File: config.mk
export PLATFORM = sky130hd
export DESIGN_NAME = aes_sbox_arbiter
export DESIGN_NICKNAME = d
export VERILOG_FILES = /design/src/rtl/aes_pkg.sv /design/src/rtl/aes_sbox_word.sv /design/src/rtl/aes_sbox_arbiter.sv
export SDC_FILE = /design/constraint.sdc
export NUM_CORES = 2
export LEC_CHECK = 0
export CELL_PAD_IN_SITES_DETAIL_PLACEMENT = 0
export CELL_PAD_IN_SITES_GLOBAL_PLACEMENT = 2
export CORE_ASPECT_RATIO = 1.2
export CORE_MARGIN = 2
export CORE_UTILIZATION = 38
export CTS_CLUSTER_DIAMETER = 50
export DETAILED_ROUTE_END_ITERATION = 7
export PLACE_DENSITY_LB_ADDON = 0.3
export SETUP_SLACK_MARGIN = 0.02
export SLEW_MARGIN = 20
export SYNTH_ARGS = -nofsm -noshare
export SYNTH_HDL_FRONTEND = slang
export SYNTH_SLANG_ARGS = --single-unit
File: constraint.sdc
create_clock -name clk -period 32.8 [get_ports clk]
set_input_delay 6.56 -clock clk [delete_from_list [all_inputs] [get_ports clk]]
set_output_delay 6.56 -clock clk [all_outputs]
set_load 0.01 [all_outputs]
File: src/rtl/aes_pkg.sv
// aes_pkg: shared lane constants, FSM/grant enums and GF(2^8) multiply for the S-box arbiter.
package aes_pkg;
  localparam int SBOX_LANES = 4;
  localparam int ST_BEATS = 4;
  localparam int LANE_W = 8 * SBOX_LANES;
  localparam int BEAT_W = $clog2(ST_BEATS);
  typedef enum logic [1:0] {IDLE, ST_RUN, KW_RUN} state_e;
  typedef enum logic {GR_ST, GR_KW} grant_e;
  function automatic logic [7:0] gf_mul(input logic [7:0] a, input logic [7:0] b);
    logic [7:0] p;
    logic [7:0] x;
    p = 8'h00;
    x = a;
    for (int i = 0; i < 8; i++) begin
      p ^= b[i] ? x : 8'h00;
      x = {x[6:0], 1'b0} ^ (x[7] ? 8'h1b : 8'h00);
    end
    return p;
  endfunction
endpackage

File: src/rtl/aes_sbox_word.sv
// aes_sbox_word: combinational 32-bit lane of four forward AES S-boxes.
// Inversion uses the x^254 squaring chain over GF(2^8), followed by the AES affine map.
module aes_sbox_word
  import aes_pkg::*;
(
  input  logic [LANE_W-1:0] din,
  output logic [LANE_W-1:0] dout
);
  function automatic logic [7:0] sbox(input logic [7:0] x);
    logic [7:0] sq;
    logic [7:0] inv;
    sq = x;
    inv = 8'h01;
    for (int i = 1; i < 8; i++) begin
      sq = gf_mul(sq, sq);
      inv = gf_mul(inv, sq);
    end
    return inv ^ {inv[6:0], inv[7]} ^ {inv[5:0], inv[7:6]} ^ {inv[4:0], inv[7:5]}
         ^ {inv[3:0], inv[7:4]} ^ 8'h63;
  endfunction
  for (genvar i = 0; i < SBOX_LANES; i++) begin : g_lane
    assign dout[8*i +: 8] = sbox(din[8*i +: 8]);
  end
endmodule

File: src/rtl/aes_sbox_arbiter.sv
// aes_sbox_arbiter: round-robin sharing of one S-box lane between SubBytes (4 beats) and SubWord.
// Define AES_SBOX_KW_PREEMPT_EN to let key words interleave into a running state.
module aes_sbox_arbiter
  import aes_pkg::*;
(
  input  logic         clk,
  input  logic         rst_n,
  input  logic         st_valid,
  output logic         st_ready,
  input  logic [127:0] st_data,
  output logic         st_res_valid,
  output logic [127:0] st_res_data,
  input  logic         kw_valid,
  output logic         kw_ready,
  input  logic [31:0]  kw_data,
  output logic         kw_res_valid,
  output logic [31:0]  kw_res_data,
  output logic         busy
);
  state_e             state_q, state_d;
  grant_e             last_grant_q, last_grant_d;
  logic [BEAT_W-1:0]  beat_q, beat_d;
  logic [127:0]       st_buf_q, st_buf_d, st_res_data_q, st_res_data_d;
  logic [LANE_W-1:0]  kw_buf_q, kw_buf_d, kw_res_data_q, kw_res_data_d;
  logic               st_res_valid_q, st_res_valid_d, kw_res_valid_q, kw_res_valid_d;
  logic               kw_slot_q, kw_slot_d;
  logic               idle, st_win, kw_pre, lane_kw;
  logic [LANE_W-1:0]  lane_in, lane_out;
  assign idle = state_q == IDLE;
  assign st_win = st_valid && (!kw_valid || last_grant_q == GR_KW);
`ifdef AES_SBOX_KW_PREEMPT_EN
  assign kw_pre = state_q == ST_RUN && !kw_slot_q && beat_q < BEAT_W'(ST_BEATS - 1);
`else
  assign kw_pre = 1'b0;
`endif
  assign st_ready = rst_n && idle && st_win;
  assign kw_ready = rst_n && ((idle && !st_win) || kw_pre);
  assign lane_kw = state_q == KW_RUN || kw_slot_q;
  assign lane_in = lane_kw ? kw_buf_q : st_buf_q[LANE_W*beat_q +: LANE_W];
  aes_sbox_word u_sbox (.din(lane_in), .dout(lane_out));
  always_comb begin
    state_d = state_q;
    last_grant_d = last_grant_q;
    beat_d = beat_q;
    st_buf_d = st_buf_q;
    kw_buf_d = kw_buf_q;
    st_res_data_d = st_res_data_q;
    kw_res_data_d = kw_res_data_q;
    st_res_valid_d = 1'b0;
    kw_res_valid_d = 1'b0;
    kw_slot_d = 1'b0;
    if (st_valid && st_ready) begin
      st_buf_d = st_data;
      beat_d = '0;
      state_d = ST_RUN;
    end
    if (kw_valid && kw_ready) begin
      kw_buf_d = kw_data;
      state_d = idle ? KW_RUN : state_d;
      kw_slot_d = !idle;
    end
    if (lane_kw) begin
      kw_res_data_d = lane_out;
      kw_res_valid_d = 1'b1;
    end
    if (state_q == KW_RUN) begin
      state_d = IDLE;
      last_grant_d = GR_KW;
    end else if (state_q == ST_RUN && !kw_slot_q) begin
      st_res_data_d[LANE_W*beat_q +: LANE_W] = lane_out;
      beat_d = beat_q + 1'b1;
      if (beat_q == BEAT_W'(ST_BEATS - 1)) begin
        state_d = IDLE;
        st_res_valid_d = 1'b1;
        last_grant_d = GR_ST;
      end
    end
  end
  always_ff @(posedge clk or negedge rst_n) begin
    if (!rst_n) begin
      state_q <= IDLE;
      last_grant_q <= GR_KW;
      beat_q <= '0;
      st_buf_q <= '0;
      kw_buf_q <= '0;
      st_res_data_q <= '0;
      kw_res_data_q <= '0;
      st_res_valid_q <= 1'b0;
      kw_res_valid_q <= 1'b0;
      kw_slot_q <= 1'b0;
    end else begin
      state_q <= state_d;
      last_grant_q <= last_grant_d;
      beat_q <= beat_d;
      st_buf_q <= st_buf_d;
      kw_buf_q <= kw_buf_d;
      st_res_data_q <= st_res_data_d;
      kw_res_data_q <= kw_res_data_d;
      st_res_valid_q <= st_res_valid_d;
      kw_res_valid_q <= kw_res_valid_d;
      kw_slot_q <= kw_slot_d;
    end
  end
  assign st_res_valid = st_res_valid_q;
  assign st_res_data = st_res_data_q;
  assign kw_res_valid = kw_res_valid_q;
  assign kw_res_data = kw_res_data_q;
  assign busy = !idle;
endmodule
**After elaboration in Yosys (flattened, before gate mapping)**

Cells that the tools add are included.

- Bits in read-only memories: 0
- Latch bits: 0
- Output and inout bits: 165
- Memories kept: 0
- Bits in writable memories: 0
- Input port bits: 164
- Bits in registers: 328
- Logic and storage cells: 1,645

- Shift-type cells: 3
- Equal/unequal tests: 3
- Muxes and demuxes: 831
- Magnitude comparators: 0
- Bitwise logic cells: 777
- Multipliers: 0
- Div/mod/pow operators: 0
- Reduce and logical (&&, ||, !) cells: 19
- $add $sub $neg: 2

Operators by type and width:

| cell | number |
|---|---|
| 8-bit bitwise XOR | 761 |
| 8-bit 2-to-1 mux | 420 |
| 5-bit 2-to-1 mux | 368 |
| 128-bit bitwise mux | 1 |
| 32-bit by 34-bit variable shift with 128-bit output (first input constant) | 1 |
| 128-bit by 8-bit variable part select with 32-bit output | 1 |
| 32-bit by 34-bit variable part select with 128-bit output | 1 |
| 8-bit by 5-bit bitwise XOR with 8-bit output | 11 |
| 7-bit negation with 34-bit output | 1 |
| 32-bit 2-to-1 mux | 1 |
| 7-bit 2-to-1 mux | 4 |
| 2-bit 2-to-1 mux | 13 |
| 6-bit 2-to-1 mux | 4 |
| 4-bit 2-to-1 mux | 4 |
| 4-bit inverter | 4 |
| 1-bit 2-to-1 mux | 12 |
| 3-bit 2-to-1 mux | 4 |
| 1-bit logical AND | 8 |
| 2-bit == test (second input constant) | 2 |
| 1-bit zero test | 4 |
| 2-bit AND reduction | 2 |
| 2-bit nonzero test | 2 |
| 2-bit by 1-bit adder with 2-bit output (second input constant) | 1 |
| 2-bit by 1-bit == test with 1-bit output (second input constant) | 1 |
| other kinds (3) | 4 |

**Longest topological paths before layout**

- Depth in word-level cells: 130
- Depth in mapped cells: 100
- Mapped depth without buffers: 82

**Modules after synthesis**

Synthesis repeated with hierarchy kept, for this count alone.

- Cells, all modules: 9,676
- Area, all modules: 80,084.3 µm²

Modules (own cells, without submodules):

| module | area an instance (µm²) | cells each | instances |
|---|---|---|---|
| aes_sbox_word | 65,922.0 | 8,589 | 1 |
| aes_sbox_arbiter | 14,162.3 | 1,087 | 1 |

**Least setup slack after synthesis**

OpenSTA, ideal clock, no wires.

- Path kind: register -> register
- Start point: register beat_q[0]
- End point: register kw_res_data_q[29], in the netlist kw_res_data[29]
- Data arrival time: 20.838 ns
- Setup time: 0.137 ns
- Cell stages (with the launch flop): 92
- Clock period less this slack: 20.975 ns
- Required time: 32.663 ns
- Slack: 11.825 ns
- Cells stage by stage: dfrtp_1 buf_6 buf_8 buf_8 buf_8 mux4_2 nand3_1 and2_1 buf_2 inv_1 ha_1 clkbuf_1 xnor2_1 ha_1 a21oi_1 xnor2_1 xnor3_1 clkbuf_1 (+56 left out) ha_1 buf_1 inv_1 ha_1 xor2_1 xnor2_1 o21ai_0 xnor2_1 xnor2_1 inv_1 nor2_1 xnor2_1 xnor3_1 xnor2_1 xnor3_1 xnor2_1 xor2_1 a21oi_1

- Cells in the longest elaborated chain, start to end: 91

Ends and longest elaborated chain:

| element | RTL line | text |
|---|---|---|
| start, declared | aes_sbox_arbiter.sv:22 | `logic [BEAT_W-1:0] beat_q, beat_d;` |
| start signal, assigned | aes_sbox_arbiter.sv:94 | `beat_q <= beat_d;` |
| 128-bit by 8-bit variable part select with 32-bit output * | aes_sbox_arbiter.sv:39 | `assign lane_in = lane_kw ? kw_buf_q : st_buf_q[LANE_W*beat_q +: LANE_W];` |
| 32-bit 2-to-1 mux * | aes_sbox_arbiter.sv:39 |  |
| 5-bit 2-to-1 mux / 8-bit bitwise XOR (equally long branches) | aes_pkg.sv:16 | `x = {x[6:0], 1'b0} ^ (x[7] ? 8'h1b : 8'h00);` |
| 8-bit bitwise XOR / 5-bit 2-to-1 mux (equally long branches) (3 in series) | aes_pkg.sv:16 |  |
| 8-bit bitwise XOR | aes_pkg.sv:16 |  |
| 5-bit 2-to-1 mux (tied with other cells) | aes_pkg.sv:16 |  |
| 8-bit bitwise XOR (tied with other cells) (3 in series) | aes_pkg.sv:16 |  |
| 8-bit 2-to-1 mux / 8-bit bitwise XOR (equally long branches) | aes_pkg.sv:15 | `p ^= b[i] ? x : 8'h00;` |
| (+65 left out) | -- |  |
| 8-bit bitwise XOR (tied with other cells) | aes_pkg.sv:15 |  |
| 8-bit 2-to-1 mux / 8-bit by 5-bit bitwise XOR with 8-bit output (equally long branches) | aes_pkg.sv:15, aes_pkg.sv:16 |  |
| 8-bit bitwise XOR (tied with other cells) (5 in series) | aes_pkg.sv:15 |  |
| 8-bit bitwise XOR / 8-bit 2-to-1 mux (equally long branches) | aes_pkg.sv:15 |  |
| 8-bit bitwise XOR * | aes_pkg.sv:15 |  |
| 8-bit bitwise XOR (3 in series) | aes_sbox_word.sv:18 | `return inv ^ {inv[6:0], inv[7]} ^ {inv[5:0], inv[7:6]} ^ {inv[4:0], inv[7:5]}` |
| 8-bit bitwise XOR * | aes_sbox_word.sv:19 | `^ {inv[3:0], inv[7:4]} ^ 8'h63;` |
| 4-bit inverter (no line) * | -- |  |
| end signal, assigned | aes_sbox_arbiter.sv:98 | `kw_res_data_q <= kw_res_data_d;` |
| end, declared | aes_sbox_arbiter.sv:24 | `logic [LANE_W-1:0] kw_buf_q, kw_buf_d, kw_res_data_q, kw_res_data_d;` |

Mark *: on every way between the ends. The rest lies on a longest branch, timed or not.
A chain may end at the register's enable or synchronous reset.

**Worst setup path in the final report**

- Start point: register beat_q[0]
- End point: register kw_res_data_q[23], in the netlist kw_res_data[23]

- Cells in the longest elaborated chain, start to end: 90

Ends and longest elaborated chain:

| element | RTL line |
|---|---|
| 128-bit by 8-bit variable part select with 32-bit output * | aes_sbox_arbiter.sv:39 |
| 32-bit 2-to-1 mux * | aes_sbox_arbiter.sv:39 |
| 5-bit 2-to-1 mux / 8-bit bitwise XOR (equally long branches) | aes_pkg.sv:16 |
| 8-bit bitwise XOR / 5-bit 2-to-1 mux (equally long branches) | aes_pkg.sv:16 |
| 8-bit bitwise XOR (3 in series) | aes_pkg.sv:16 |
| 5-bit 2-to-1 mux / 8-bit bitwise XOR (equally long branches) | aes_pkg.sv:16 |
| 8-bit bitwise XOR / 5-bit 2-to-1 mux (equally long branches) | aes_pkg.sv:16 |
| 8-bit bitwise XOR | aes_pkg.sv:16 |
| (+68 left out) | -- |
| 8-bit 2-to-1 mux / 8-bit bitwise XOR (equally long branches) | aes_pkg.sv:15, aes_pkg.sv:16 |
| 8-bit bitwise XOR (tied with other cells) (2 in series) | aes_pkg.sv:15 |
| 8-bit bitwise XOR, on equally long branches (2 in series) | aes_pkg.sv:15, aes_pkg.sv:16 |
| 8-bit bitwise XOR (tied with other cells) | aes_pkg.sv:15 |
| 8-bit bitwise XOR / 8-bit 2-to-1 mux (equally long branches) | aes_pkg.sv:15 |
| 8-bit bitwise XOR * | aes_pkg.sv:15 |
| 8-bit bitwise XOR (3 in series) | aes_sbox_word.sv:18 |
| 8-bit bitwise XOR * | aes_sbox_word.sv:19 |

Marks and branches as above.

==> metrics <==
status finished, final reports clean; vias in the first global route 67086; EDFF count, synth 0; # port buffers 328; core footprint 207000 um^2; Final GP Congestion 0.9089; critical path buffer and inverter count 15; cell count after synthesis 9858; layout cells sized above 1 0.07647; pre-CTS setup slack 7.763 ns; unrepaired setup endpoints after global routing false; Starting DRT DRC Count 5082; cts hold-fix bufs 0; fmax 39.57 MHz; Die Ht 503.6 um; Synth Flop Type dfrtp_1; Synth-to-Final Area Change 9.355%; Slew Limit Headroom 0.1241; Max Cap Viol 0; initial antenna violation count 2; CP Data Required Time 33.32 ns; Setup crit start kind flip-flop; Skew-Pair Late Insertion Delay 0.59 ns; CTS tree done; Post-synth ARST share 1.000; GRT Overall Usage 0.2383; root buf cell clkbuf_16; fin util 0.4176; worst path arrival time 25.79 ns; postcts setup bufs 0; Vias 68861; CP endpoint kind flip-flop; vias per cell 5.449; Routed WL per cell 20.71 um; Netlist cell types 131; Crit Path Max Fanout 27; period utilization 0.7704; drt first pass iters 7; clock skew 0.03172 ns; Total Die Area 211700 um^2; clock sink count 328; Tmin final 25.27 ns; Final HPWL DP 194600 um; CP Class flip-flop to flip-flop; Final Max Slew Viols 0; min setup slack post-route 7.531 ns; syn_nets 10276; io pins 329; die width 420.3 um; Final setup viols 0; Clock transition at path regs 0.06 ns; # nets final 10248; Inserted Clock Buffers 38; post-route ant nets 0; total gr overflow 0; Synth Area per Inst 8.018 um^2; DRC Markers 0; Top delay family on crit path XOR/XNOR gates; Final Hold Viols 0; measured slew at the worst slew-check pin 1.304 ns; Ys Warns 0; starting density of the core 0.3819; Longest Clk Path Bufs 3; slowest CP cell xnor2_1; Non-Filler Instances 12637; H-tree lvl count 2; setup TNS 0 ns; #FFs+latches synth 328; largest net degree at the start of global routing 100; DP Cell Count 12565; post-cts sizing count 0; Slowest Stage Delay on Critical Path 0.80 ns; Row Count 183; Most common cell on crit path xnor2_1; sequential area share after synthesis 0.1039; Cell Area, Synth 79040 um^2; first-pass GRT wire length 404800 um; drt total wl 261700 um; Hold Path Class flip-flop to flip-flop
[area by class of cell]
type	count	area, um^2
clock buffer	53	1109
inverter	295	1116
clock inverter	17	260.3
timing repair buffer	556	5000
multi-input combinational	8611	67270
fill	21109	120500
antenna	2	5.005
sequential	328	8212
tap	2775	3472
[metrics by stage]
| stage | area, um^2 | hold WS [ns] |
|---|---|---|
| 3_5_place_dp | 85060 | 0.4597 |
| 6_report | 86440 | 0.4723 |
| 3_3_place_gp | 85060 | 0.4530 |
| 5_1_grt | 86440 | 0.4943 |
| 2_1_floorplan | 79040 | 0.4403 |
| 4_1_cts | 86430 | 0.4746 |
[worst min-delay path: cells and delay by family, from the launching register on]
| family | cells | cell delay (ns) |
|---|---|---|
| DFF | 1 | 0.34 |
| and+or+nand+nor | 2 | 0.11 |
[path summary, 6_finish.rpt]
kind	start	to	slack [ns]	depth (start not counted)
worst max-delay path	beat_q[0]	kw_res_data[23]	7.53	80
worst min-delay path	st_buf_q[106]	st_buf_q[106]	0.47	2
worst max register to register	beat_q[0]	kw_res_data[23]	7.53	80
worst min register to register	st_buf_q[106]	st_buf_q[106]	0.47	2
max in group asynchronous	rst_n	st_res_data[29]	24.62	3
min in group asynchronous	rst_n	st_buf_q[41]	5.98	1
[kinds of logic after synthesis]
| logic type | Yosys count | share of synthesized area |
|---|---|---|
| DFF | 328 | 0.1039 |
| AOI/OAI and AO/OA | 1647 | 0.1339 |
| buffers and inverters | 919 | 0.04929 |
| xor gates and xnor gates | 2976 | 0.4462 |
| other | 1 | 0.00004744 |
| and+or+nand+nor | 3471 | 0.1865 |
| muxes | 262 | 0.04013 |
| adders and majority gates | 254 | 0.04021 |
[cell usage after synthesis (all sizes together) (212+ instances only)]
cell type,number,area [um^2]
clkbuf,412,1546
buf,212,1236
a21oi,385,1957
nand2,1423,5341
inv,263,992.2
dfrtp,327,8183
xor2,614,5685
nor2,1269,4800
o21ai,480,2406
ha,254,3178
xnor3,490,11090
xnor2,1789,16510
[layer usage]
layer / track usage / vias up / part of all wire
met5: 0 / - / 0.000050
li1: - / 33234 / -
met4: 0.04932 / 2 / 0.019
met3: 0.01528 / 261 / 0.046
met2: 0.4163 / 1876 / 0.49
met1: 0.3224 / 33488 / 0.45
[registers in the layout, summed over array words and instances (netlist names)]
name,cells
st_res_valid,1
beat_q,2
st_buf_q,128
last_grant_q,1
kw_slot_q,1
st_res_data,128
kw_res_data,32
kw_buf_q,32
kw_res_valid,1
state_q,2
[cells in the final DEF, fill, tap and decap left out, drive strengths merged, types with 43 or more instances in the layout]
cell / instances
and2: 73
a211oi: 59
inv: 268
clkbuf: 53
mux2i: 153
or3: 43
nand2b: 53
o22ai: 136
dfrtp: 327
nor2: 1269
xnor3: 490
and3: 58
xnor2: 1789
clkdlybuf4s50: 327
nand3: 160
buf: 229
xor3: 83
a22oi: 55
nand2: 1423
nor3: 181
ha: 254
mux2: 73
xor2: 614
o21ai: 480
o211ai: 63
a31oi: 61
a21oi: 385
nor2b: 68
Power is left out: the tool's default activity adds up to more than one toggle a clock period on the data nets, which glitch-free logic cannot reach.
